===== config.mk =====
export PLATFORM = sky130hd
export DESIGN_NAME = rst_seq_gen
export DESIGN_NICKNAME = d
export VERILOG_FILES = /design/src/rtl/rst_seq_gen_pkg.sv /design/src/rtl/rst_hold_ch.sv /design/src/rtl/rst_seq_gen.sv
export SDC_FILE = /design/constraint.sdc
export NUM_CORES = 1
export LEC_CHECK = 0
export ABC_AREA = 1
export BUFFER_PORTS_ARGS = -buffer_cell sky130_fd_sc_hd__clkbuf_2
export CORE_ASPECT_RATIO = 1.25
export CORE_MARGIN = 2
export CORE_UTILIZATION = 59
export CTS_CLUSTER_DIAMETER = 150
export CTS_CLUSTER_SIZE = 12
export DETAILED_ROUTE_END_ITERATION = 10
export PLACE_DENSITY = 0.86
export RECOVER_POWER = 50
export SETUP_SLACK_MARGIN = 0.4
export SLEW_MARGIN = 20
export SYNTH_ARGS = -nofsm -noshare
export SYNTH_HDL_FRONTEND = slang
export SYNTH_SLANG_ARGS = --single-unit

===== constraint.sdc =====
create_clock -name ref_clk_i -period 2.2 [get_ports ref_clk_i]
set_clock_uncertainty 0.2 [all_clocks]
set_input_delay 0.44 -clock ref_clk_i [delete_from_list [all_inputs] [get_ports ref_clk_i]]
set_output_delay 0.44 -clock ref_clk_i [all_outputs]
set_load 0.01 [all_outputs]

===== src/rtl/rst_seq_gen_pkg.sv =====
// -----------------------------------------------------------------------------
// rst_seq_gen_pkg
//  Shared types and helpers for the multi-channel reset generator.
//  - seq_state_e : power-up sequencer states
//  - cnt_w()     : width of a counter that must be able to hold 0..max_val
// -----------------------------------------------------------------------------
package rst_seq_gen_pkg;

  typedef enum logic [1:0] {
    SEQ_HOLD = 2'd0,  // global reset released, counting the initial hold
    SEQ_REL  = 2'd1,  // releasing channels one by one, SEQ_GAP apart
    SEQ_RUN  = 2'd2   // all channels released; terminal until global reset
  } seq_state_e;

  // Bits needed for a counter holding values 0..max_val (never less than 1).
  function automatic int cnt_w(input int max_val);
    return (max_val < 1) ? 1 : $clog2(max_val + 1);
  endfunction

endpackage


===== src/rtl/rst_hold_ch.sv =====
// -----------------------------------------------------------------------------
// rst_hold_ch
//  One channel of run-time reset stretching. A sampled request sets the hold
//  flag immediately; once the request drops, the flag stays set for MIN_HOLD
//  edges counted from the first edge that samples the request low. A request
//  seen again while holding reloads the counter, so the full stretch restarts
//  from the next drop.
//
//  Ports
//   clk_i     in   reference clock, posedge
//   rst_i     in   synchronous active-high reset, clears hold and counter
//   req_i     in   level reset request for this channel
//   hold_d_o  out  next-state of the hold flag (reset not applied); the parent
//                  registers it into the channel output so the request shows
//                  up on rst_no with a single cycle of latency
// -----------------------------------------------------------------------------
module rst_hold_ch
  import rst_seq_gen_pkg::*;
#(
  parameter int MIN_HOLD = 16
) (
  input  logic clk_i,
  input  logic rst_i,
  input  logic req_i,
  output logic hold_d_o
);

  localparam int              HW        = cnt_w(MIN_HOLD);
  localparam logic [HW-1:0]   HOLD_LAST = HW'(MIN_HOLD - 1);

  logic          hold_q, hold_d;
  logic [HW-1:0] cnt_q, cnt_d;

  // The counter is zero on the first low edge (F) and the flag drops on the
  // edge where it has reached MIN_HOLD-1, i.e. at F+MIN_HOLD-1. The counter
  // stops at HOLD_LAST, so it never wraps.
  always_comb begin
    hold_d = hold_q;
    cnt_d  = cnt_q;
    if (req_i) begin
      hold_d = 1'b1;
      cnt_d  = '0;
    end else if (hold_q) begin
      if (cnt_q == HOLD_LAST) begin
        hold_d = 1'b0;
        cnt_d  = '0;
      end else begin
        cnt_d = cnt_q + 1'b1;
      end
    end
  end

  always_ff @(posedge clk_i) begin
    if (rst_i) begin
      hold_q <= 1'b0;
      cnt_q  <= '0;
    end else begin
      hold_q <= hold_d;
      cnt_q  <= cnt_d;
    end
  end

  assign hold_d_o = hold_d;

endmodule


===== src/rtl/rst_seq_gen.sv =====
// -----------------------------------------------------------------------------
// rst_seq_gen
//  Multi-channel reset generator. After the global reset drops, the sequencer
//  waits MIN_HOLD edges and then releases the active-low channel resets in
//  order (ch0 first), SEQ_GAP edges apart. Each channel can also be forced
//  back into reset at run time through its request input; that reset is
//  stretched by a per-channel rst_hold_ch instance.
//
//  Ports
//   ref_clk_i   in   reference clock, all logic on posedge
//   glob_rst_i  in   synchronous active-high global reset, dominates all
//   arst_req_i  in   per-channel level reset request [NUM_CH]
//   rst_no      out  per-channel active-low reset, registered [NUM_CH]
//   seq_busy_o  out  high while the release sequence is in progress
//   seq_done_o  out  one-cycle pulse as the last channel is released
// -----------------------------------------------------------------------------
module rst_seq_gen
  import rst_seq_gen_pkg::*;
#(
  parameter int NUM_CH   = 4,
  parameter int MIN_HOLD = 16,
  parameter int SEQ_GAP  = 4
) (
  input  logic              ref_clk_i,
  input  logic              glob_rst_i,
  input  logic [NUM_CH-1:0] arst_req_i,
  output logic [NUM_CH-1:0] rst_no,
  output logic              seq_busy_o,
  output logic              seq_done_o
);

  localparam int HW = cnt_w(MIN_HOLD);
  localparam int GW = cnt_w(SEQ_GAP);
  localparam int CW = (NUM_CH > 1) ? $clog2(NUM_CH) : 1;

  localparam logic [HW-1:0] HOLD_LAST = HW'(MIN_HOLD - 1);
  localparam logic [GW-1:0] GAP_LAST  = GW'(SEQ_GAP - 1);
  localparam logic [CW-1:0] CH_LAST   = CW'(NUM_CH - 1);
  localparam logic [CW-1:0] CH_FIRST  = CW'((NUM_CH > 1) ? 1 : 0);

  // ---------------------------------------------------------------------------
  // Per-channel request stretchers
  // ---------------------------------------------------------------------------
  logic [NUM_CH-1:0] hold_d;

  for (genvar k = 0; k < NUM_CH; k++) begin : g_ch
    rst_hold_ch #(
      .MIN_HOLD (MIN_HOLD)
    ) u_hold (
      .clk_i    (ref_clk_i),
      .rst_i    (glob_rst_i),
      .req_i    (arst_req_i[k]),
      .hold_d_o (hold_d[k])
    );
  end

  // ---------------------------------------------------------------------------
  // Release sequencer
  // ---------------------------------------------------------------------------
  seq_state_e        state_q, state_d;
  logic [HW-1:0]     hcnt_q, hcnt_d;   // initial hold counter
  logic [GW-1:0]     gap_q, gap_d;     // stagger between releases
  logic [CW-1:0]     ch_q, ch_d;       // next channel to release
  logic [NUM_CH-1:0] rel_q, rel_d;     // channels released by the sequence
  logic              busy_q, busy_d;
  logic              done_q, done_d;
  logic [NUM_CH-1:0] rst_no_q;

  // Counters only advance below their last value, so none of them can wrap.
  always_comb begin
    state_d = state_q;
    hcnt_d  = hcnt_q;
    gap_d   = gap_q;
    ch_d    = ch_q;
    rel_d   = rel_q;
    busy_d  = busy_q;
    done_d  = 1'b0;

    case (state_q)
      SEQ_HOLD: begin
        if (hcnt_q == HOLD_LAST) begin
          rel_d[0] = 1'b1;
          if (NUM_CH == 1) begin
            state_d = SEQ_RUN;
            busy_d  = 1'b0;
            done_d  = 1'b1;
          end else begin
            state_d = SEQ_REL;
            gap_d   = '0;
            ch_d    = CH_FIRST;
          end
        end else begin
          hcnt_d = hcnt_q + 1'b1;
        end
      end

      SEQ_REL: begin
        if (gap_q == GAP_LAST) begin
          rel_d[ch_q] = 1'b1;
          gap_d       = '0;
          if (ch_q == CH_LAST) begin
            state_d = SEQ_RUN;
            busy_d  = 1'b0;
            done_d  = 1'b1;
          end else begin
            ch_d = ch_q + 1'b1;
          end
        end else begin
          gap_d = gap_q + 1'b1;
        end
      end

      SEQ_RUN: begin
        // terminal until global reset
      end

      default: begin
        state_d = SEQ_HOLD;
      end
    endcase
  end

  // Outputs are registered from next-state values so a release or a new
  // request shows on the pins right after the edge that decides it, while
  // still giving no combinational path from any input to any output.
  always_ff @(posedge ref_clk_i) begin
    if (glob_rst_i) begin
      state_q  <= SEQ_HOLD;
      hcnt_q   <= '0;
      gap_q    <= '0;
      ch_q     <= '0;
      rel_q    <= '0;
      busy_q   <= 1'b1;
      done_q   <= 1'b0;
      rst_no_q <= '0;
    end else begin
      state_q  <= state_d;
      hcnt_q   <= hcnt_d;
      gap_q    <= gap_d;
      ch_q     <= ch_d;
      rel_q    <= rel_d;
      busy_q   <= busy_d;
      done_q   <= done_d;
      rst_no_q <= rel_d & ~hold_d;
    end
  end

  assign rst_no     = rst_no_q;
  assign seq_busy_o = busy_q;
  assign seq_done_o = done_q;

endmodule


======== Yosys cells after proc, flatten, opt, wreduce, memory -nomap -nowiden ========
Index checks and enable logic that the tools add are counted.
word-level totals
  flip-flop bits (word level) ............. 46
  bits in latches ......................... 0
  memory bits (writable) .................. 0
  bits in read-only memories .............. 0
  input bits .............................. 6
  output and inout port bits .............. 6
  logic and storage cells ................. 91
  memories kept ........................... 0
cells by class
  $add $sub $neg .......................... 7
  multiply operators ...................... 0
  divide/modulo/power cells ............... 0
  magnitude comparators ................... 2
  eq/ne operators ......................... 13
  shift-type cells ........................ 0
  multiplexer cells ....................... 33
  bitwise logic cells ..................... 7
  reductions and logical operators ........ 13
operators by type and width
  operator                                                    number
  adder 5 x 1 -> 5 bit, second input constant                 5
  == test 5 x 4 -> 1 bit, second input constant               5
  2-to-1 mux 5 bit                                            4
  2-to-1 mux 1 bit                                            15
  2-to-1 mux 2 bit                                            5
  2-to-1 mux 3 bit                                            3
  inequality test 2 bit, second input constant                4
  AND reduction 4 bit                                         2
  OR reduction 2 bit                                          4
  case mux 2 bit (3 select lines)                             1
  case mux 3 bit (2 select lines)                             1
  AND 4 bit                                                   1
  == test 2 bit, second input constant                        2
  2-to-1 mux 4 bit                                            1
  inverter 1 bit                                              4
  inverter 4 bit                                              1
  bitwise OR 4 bit                                            1
  case mux 2 bit (2 select lines)                             1
  AND reduction 2 bit                                         2
  adder 3 x 1 -> 3 bit, second input constant                 1
  == test 3 x 2 -> 1 bit, second input constant               1
  less-than comparator 2 x 3 -> 1 bit, second input constant  1
  AND reduction 3 bit                                         1
  OR reduction 3 bit                                          1
  other kinds (8)                                             8

======== Logic depth before layout (Yosys ltp) ========
Gate-level depths: netlist of the first run.
  depth after elaboration ................. 8
  depth in mapped cells ................... 10
  gate-level depth less buffers ........... 10

======== By module ========
A second synthesis of the first run with hierarchy kept.
unflattened totals
  cells, all modules ...................... 270
  area, all modules ....................... 2,020.7 µm²
modules (own cells, without submodules)
  module       instances  cells an instance  area each (µm²)  sequential area each (µm²)
  rst_hold_ch  4          37                 262.8            120.1
  rst_seq_gen  1          122                969.7            440.4

======== Worst setup path after synthesis of the first run ========
OpenSTA, ideal clock, no wires.
  path kind ............................... register to register
  start point ............................. reg hcnt_q[0]
  end point ............................... reg hcnt_q[3]
  library setup time ...................... 0.113 ns
  data arrival time ....................... 1.226 ns
  data required time ...................... 1.887 ns
  path slack .............................. 0.661 ns
  stages on the path, launching flop included .. 11
  buffers on the path ..................... 0
  period minus slack after synthesis ...... 1.539 ns
  cells stage by stage .................... dfxtp_1 ha_1 inv_1 nor2_1 ha_1 inv_1 nand2_4 nor2_1 nand2_1 nand2_1 nor2_1
between the ends
  longest elaborated chain between the ends .. 3
  elaborated cells on any way between the ends .. 4
  classes of those cells .................. add/sub (1); eq/ne (1); bitwise (1); reduce/logical (1)
RTL lines
  what                                                                          line                source
  from (decl)                                                                   rst_seq_gen.sv:61   logic [HW-1:0] hcnt_q, hcnt_d;
  from (signal assigned)                                                        rst_seq_gen.sv:138  hcnt_q <= hcnt_d;
  parallel branches: the longest is 3 deep, another holds adder 5 x 1 -> 5 bit  --
Parallel ways; which one is timed is not known.
A chain may end at the register's enable or synchronous reset.

==> results of run 1 <==
## per-layer routing
| layer | global-route usage | wire length [um] | vias up |
|---|---|---|---|
| li1 | - | - | 868 |
| met1 | 0.202 | 1450 | 721 |
| met2 | 0.337 | 1710 | 25 |
| met3 | 0.0578 | 110 | 9 |
| met4 | 0.0952 | 84 | 0 |
| met5 | 0 | 0 | - |
## worst max path at each step
stage	start	endpoint	slack, ns	cells past startpoint
floorplan	hcnt_q[0]	hcnt_q[3]	0.66	10
global placement	hcnt_q[0]	ch_q[0]	0.61	9
detailed placement	hcnt_q[0]	ch_q[0]	0.54	10
CTS	hcnt_q[0]	ch_q[0]	0.51	10
global route	hcnt_q[0]	ch_q[0]	0.40	10
finish	glob_rst_i	rst_no[3]	0.53	5
## state kept, by name, indices dropped and copies added, names as in the netlist
signal              count
gap_q                   3
hcnt_q                  5
rel_q                   4
g_ch.u_hold.cnt_q      20
ch_q                    2
rst_no                  4
state_q                 2
g_ch.u_hold.hold_q      4
seq_busy_o              1
seq_done_o              1
## area by class of cell
type / count / area (sq um)
timing repair buffer: 12 / 50.0
multi-input combinational: 187 / 938
inverter: 34 / 128
clock buffer: 6 / 72.6
clock inverter: 2 / 37.5
fill: 287 / 1030
tap: 37 / 46.3
sequential: 46 / 923
## Yosys cell counts
cell	n
dfxtp_1	46
nor2_4	2
nand4_1	4
xor2_1	4
o21ai_1	4
nand2_1	61
nand3_1	9
o21ai_0	1
nor3_1	5
nand2_4	1
nand3_4	1
nor2_1	57
inv_1	28
nor4_1	1
o31ai_1	1
buf_2	2
o21ai_2	2
and2_1	1
nand3_2	1
inv_2	6
nand2_2	4
ha_1	11
o21bai_1	1
nor2_2	1
a21oi_1	15
## stage by stage
step	hold slack [ns]	setup WS [ns]
floorplan	0.223	0.661
global placement	0.233	0.613
detailed placement	0.241	0.540
CTS	0.124	0.513
global route	0.133	0.401
finish	0.130	0.534
## power by group
group | leakage (nW) | internal (mW) | switching [mW]
clock network | 0.0514 | 0.339 | 0.277
registers | 0.374 | 0.864 | 0.0295
logic | 0.467 | 0.0474 | 0.0840
## logic make-up (layout without fill, tap and decap cells)
kind of cell	count (synthesis)	after routing	synth area share
compound gates	24	24	0.0661
xor+xnor	4	4	0.0175
fa+ha+maj	11	11	0.0686
buf+inv	36	54	0.0686
flops	46	46	0.459
simple gates	148	148	0.320
==> flow_summary_export.csv, run 1 <==
group,metric,value,unit
finish,final_cells,324,
finish,final_cell_mix,"nand2_1, nor2_1, dfxtp_1, inv_1, a21oi_1",
placement,dpl-instance-area,0.00211,sq mm
logic_synthesis,synth.cell_area,0.00201,sq mm
logic_synthesis,synth-seq-cells,46,
setup_path,path_cells,"clkbuf_1, inv_1, nand3_1, nand2_2, and2_1",
logic_synthesis,netlist.top_cell.by_area,"dfxtp_1",
status,status,"complete, no violations",
clock_tree,ctsLongestPathBuffers,2,
route,detail_route.wl_per_cell,10.3,um
pwr,fin_total_pwr,1.64,mW
clock_tree,cts_made_buffers,5,
placement,portBuffers,11,
clock_tree,root_buffer,"clkbuf_8",
sta,slew_violations,0,
grt,antenna_found_initial,0,
setup_path,r2r_slack,0.56,ns
clock_tree,ctsHtreeMaxLevel,2,
placement,dpl.hpwl,2.46,mm
logic_synthesis,ys_top_cells_by_area,"dfxtp_1, nand2_1, nor2_1",
grt,track_usage,0.191,
finish,post-route-util,0.681,
logic_synthesis,synthCells,269,
finish,drive_gt1_frac,0.105,
sta,finalSetupViolations,0,
logic_synthesis,synth_fp_nets,286,
sta,clock.fmax,600,MHz
sta,slew_headroom,0.596,
setup_path,path_class,"primary input to flip-flop",
setup_path,r2r-end,"ch_q[0]",
clock_tree,cts_tree,"built",
setup_path,worst_path_max_delay_cell,"clkbuf_1",
pwr,ir_drop,0.611,mV
grt,grt_pass1_wl,5.95,mm
setup_path,reg2regPathDepth,10,
sta,rsz0062_at_grt,"no",
logic_synthesis,yosys_warnings,0,
setup_path,r2r_start,"hcnt_q[0]",
clock_tree,postCtsSetupBuffers,0,
setup_path,critPathTopFamily,"buffers and inverters",
placement,place_inst,316,
finish,syn_to_final_growth,9.41,%
run,cap_violations,0,
route,first_iter_violations,57,
setup_path,slowest_delay,0.45,ns
clock_tree,cts_resized,0,
grt,grt_pass1_vias,1567,
logic_synthesis,synth.distinct_cells,25,
finish,fin_area,0.00220,sq mm
clock_tree,clk_latency,0.30,ns
route,drc,0,
route,vias,1623,
setup_path,cp-start-kind,"primary input",
floorplan,die_area,0.00389,sq mm
sta,setup_tns,0,ns
clock_tree,path_clk_slew,0.08,ns
grt,grt_overflow,0,
pwr,pwr_density_cell,747,mW/mm^2
clock_tree,cts_hold_buf,0,
sta,hold_viol,0,
sta,period_needed,1.67,ns
floorplan,die_w,56.2,um
setup_path,cp.arrival,1.67,ns
sta,period_share,0.757,
floorplan,io-pin-count,12,
clock_tree,cts.sinks,46,
worst_hold_path,worstHoldEndpoint,"g_ch[3].u_hold.cnt_q[2]",
grt,grt_max_degree,16,
setup_path,endpoint_kind,"flip-flop",
finish,antenna_cells,0,
worst_hold_path,worstHoldStart,"arst_req_i[3]",
worst_hold_path,worst_hold_path_type,"primary input to flip-flop",
floorplan,chipHeight,69.2,um
floorplan,num_rows,23,
route,wirelength,3.35,mm
sta,worst_slew_pin_slew,0.606,ns
route,vias_per_cell,5.01,
setup_path,cp.required,2.20,ns
setup_path,cp_num_buf_inv,2,
pwr,p_leak,0.892,nW
placement,place_congestion,0.820,
finish,final_nets,303,
floorplan,start_util,0.623,
worst_hold_path,whs_path_depth,2,
logic_synthesis,yosysSeqAreaShare,0.459,
route,ant_nets,0,
finish,final_common_cell,"nand2_1",
logic_synthesis,yosysTopAreaCellShare,0.459,
setup_path,cp_max_fo,15,
logic_synthesis,avgSynthCellArea,7.46,sq um
route,first_pass_iters,4,
floorplan,core-area,0.00322,sq mm
(Power assumes the default switching activity.)
==> run 2: changes to the inputs <==
Settings changed: CORE_UTILIZATION 59 to 53, PLACE_DENSITY 0.86 to 0.82.
Clock period 2.2 ns to 1.4 ns, I/O delays scaled along.
==> run 2 against run 1 <==
  * The flow now finishes with violations (negative hold slack, negative setup slack)
  * First-iteration DRC count up 3.5%
  * Critical endpoint is now rst_no[0]
  * Non-clock buffer count up 27
  * Design area up 29%
  * Critical path depth up 5
  * Clock power up 23%
  * Routed wire length up 27%
  * Global-route usage up 0.57 points
  * Sequential cell count unchanged
==> flow_summary_export.csv, run 2 (same netlist as run 1, synthesis figures left out) <==
group,metric,value,unit
finish,final_cells,353,
floorplan,core-area,0.00372,sq mm
route,wirelength,4.26,mm
grt,grt_pass1_vias,1607,
finish,largest_reg_flops,20,
finish,antenna_cells,0,
finish,post-route-util,0.760,
setup_path,cp_max_fo,2,
floorplan,start_util,0.539,
clock_tree,ctsLongestPathBuffers,2,
finish,syn_to_final_growth,41.0,%
placement,portBuffers,11,
pwr,p_comb_frac,0.133,
floorplan,die_area,0.00430,sq mm
setup_path,reg2regPathDepth,10,
pwr,internal_power,1.83,mW
sta,period_share,1.13,
setup_path,r2r_slack,-0.18,ns
floorplan,die_w,59.0,um
placement,dpl.hpwl,2.53,mm
setup_path,r2r_start,"hcnt_q[0]",
sta,setup_ws,-0.183,ns
route,ant_nets,0,
sta,slew_violations,0,
route,vias_per_cell,5.04,
floorplan,io-pin-count,12,
grt,grt_max_degree,14,
setup_path,r2r-end,"rst_no[0]",
pwr,p_seq_frac,0.564,
floorplan,num_rows,25,
grt,track_usage,0.197,
setup_path,cp-start-kind,"flip-flop",
pwr,pwr_density_cell,879,mW/mm^2
grt,antenna_found_initial,0,
sta,finalSetupViolations,13,
route,first_pass_iters,4,
pwr,p_leak,1.13,nW
pwr,switching_power,0.660,mW
clock_tree,cts.sinks,46,
status,status,"finished, violations left",
run,cap_violations,0,
status,violations,"negative hold slack, negative setup slack",
floorplan,chipHeight,72.8,um
grt,grt_pass1_wl,6.45,mm
setup_path,cp.arrival,1.57,ns
setup_path,path_class,"flip-flop to flip-flop",
route,drc,0,
clock_tree,path_clk_slew,0.08,ns
finish,final_cell_mix,"nand2_1, nor2_1, dfxtp_1, inv_1, buf_4",
worst_hold_path,worst_hold_path_type,"primary input to flip-flop",
sta,slew_headroom,0.779,
worst_hold_path,whs_path_depth,2,
sta,worst_slew_pin_slew,0.331,ns
clock_tree,clk_latency,0.30,ns
finish,largestRegisters,"g_ch.u_hold.cnt_q: 20 flops, hcnt_q: 5 flops",
route,vias,1779,
clock_tree,cts_made_buffers,5,
setup_path,cp.required,1.39,ns
grt,grt_overflow,0,
placement,place_congestion,0.785,
sta,period_needed,1.58,ns
clock_tree,ctsHtreeMaxLevel,2,
setup_path,endpoint_kind,"flip-flop",
pwr,switching_share,0.265,
clock_tree,root_buffer,"clkbuf_8",
pwr,pwr-share-clk,0.303,
placement,place_inst,325,
route,detail_route.wl_per_cell,12.1,um
pwr,ir_drop,0.750,mV
finish,drive_gt1_frac,0.482,
finish,top_register,"g_ch.u_hold.cnt_q",
clock_tree,cts_tree,"built",
sta,hold_viol,1,
worst_hold_path,worstHoldEndpoint,"g_ch[3].u_hold.cnt_q[2]",
sta,clock.fmax,632,MHz
route,first_iter_violations,59,
sta,rsz0062_at_grt,"yes",
finish,final_nets,330,
finish,final_common_cell,"nand2_1",
sta,hold_slack,-0.0101,ns
worst_hold_path,worstHoldStart,"arst_req_i[3]",
==> run 2: critical path, stage by stage, from the launching register on <==
cell,delay [ns]
dfxtp_2,0.34
ha_4,0.16
inv_2,0.05
nor2_2,0.03
ha_2,0.17
buf_4,0.13
buf_6,0.12
a21oi_4,0.12
nand2_1,0.07
nand2_1,0.06
nor2_1,0.04
==> run 2: worst max-delay path by stage <==
stage	from	slack, ns	end	cells after the start
floorplan	hcnt_q[1]	-0.06	ch_q[0]	9
global placement	hcnt_q[1]	-0.09	ch_q[0]	10
detailed placement	hcnt_q[1]	-0.15	ch_q[0]	10
CTS	hcnt_q[0]	-0.10	ch_q[0]	10
global route	hcnt_q[0]	-0.24	ch_q[0]	10
finish	hcnt_q[0]	-0.18	rst_no[0]	10
==> run 2: power by group through the flow <==
stage / clock, mW / sequential, mW / combinational [mW]
4_1_cts: 0.774 / 1.40 / 0.307
3_3_place_gp: 0 / 1.44 / 0.250
6_report: 0.755 / 1.40 / 0.331
2_1_floorplan: 0 / 1.44 / 0.180
5_1_grt: 0.827 / 1.41 / 0.369
3_5_place_dp: 0 / 1.44 / 0.258
==> run 2: stage by stage <==
stage / area, sq um / hold WS, ns / power, mW / worst slack [ns] / setup TNS (ns)
detailed placement: 2280 / 0.239 / 1.70 / -0.146 / -0.829
global placement: 2280 / 0.234 / 1.69 / -0.0908 / -0.482
CTS: 2620 / -0.0207 / 2.48 / -0.102 / -0.789
finish: 2830 / -0.0101 / 2.49 / -0.183 / -1.28
global route: 2830 / -0.0186 / 2.60 / -0.242 / -2.31
floorplan: 2140 / 0.159 / 1.62 / -0.0621 / -0.186
==> run 2: routing by layer <==
| layer | track usage | up-vias | part of all wire |
|---|---|---|---|
| met5 | 0 | - | 0 |
| met4 | 0.0985 | 0 | 0.021 |
| met3 | 0.0479 | 9 | 0.026 |
| met2 | 0.351 | 19 | 0.53 |
| met1 | 0.212 | 827 | 0.42 |
| li1 | - | 924 | - |
==> run 2: final cells by class <==
type / instances / area [sq um]
Fill cell: 247 / 893
Clock buffer: 5 / 68.8
Clock inverter: 2 / 10.0
Multi-Input combinational cell: 187 / 1300
Sequential cell: 46 / 966
Timing Repair Buffer: 39 / 302
Tap cell: 40 / 50.0
Inverter: 34 / 130
==> run 2: repair_timing <==
item | 4_1_cts | 5_1_grt
endpoints found under the setup margin | 52 | 52
endpoints found under the hold margin | 1 | 1
pin swaps | 31 | 32
gates resized for setup | 35 | 61
setup buffers | 19 | 2
gates cloned | 0 | 0
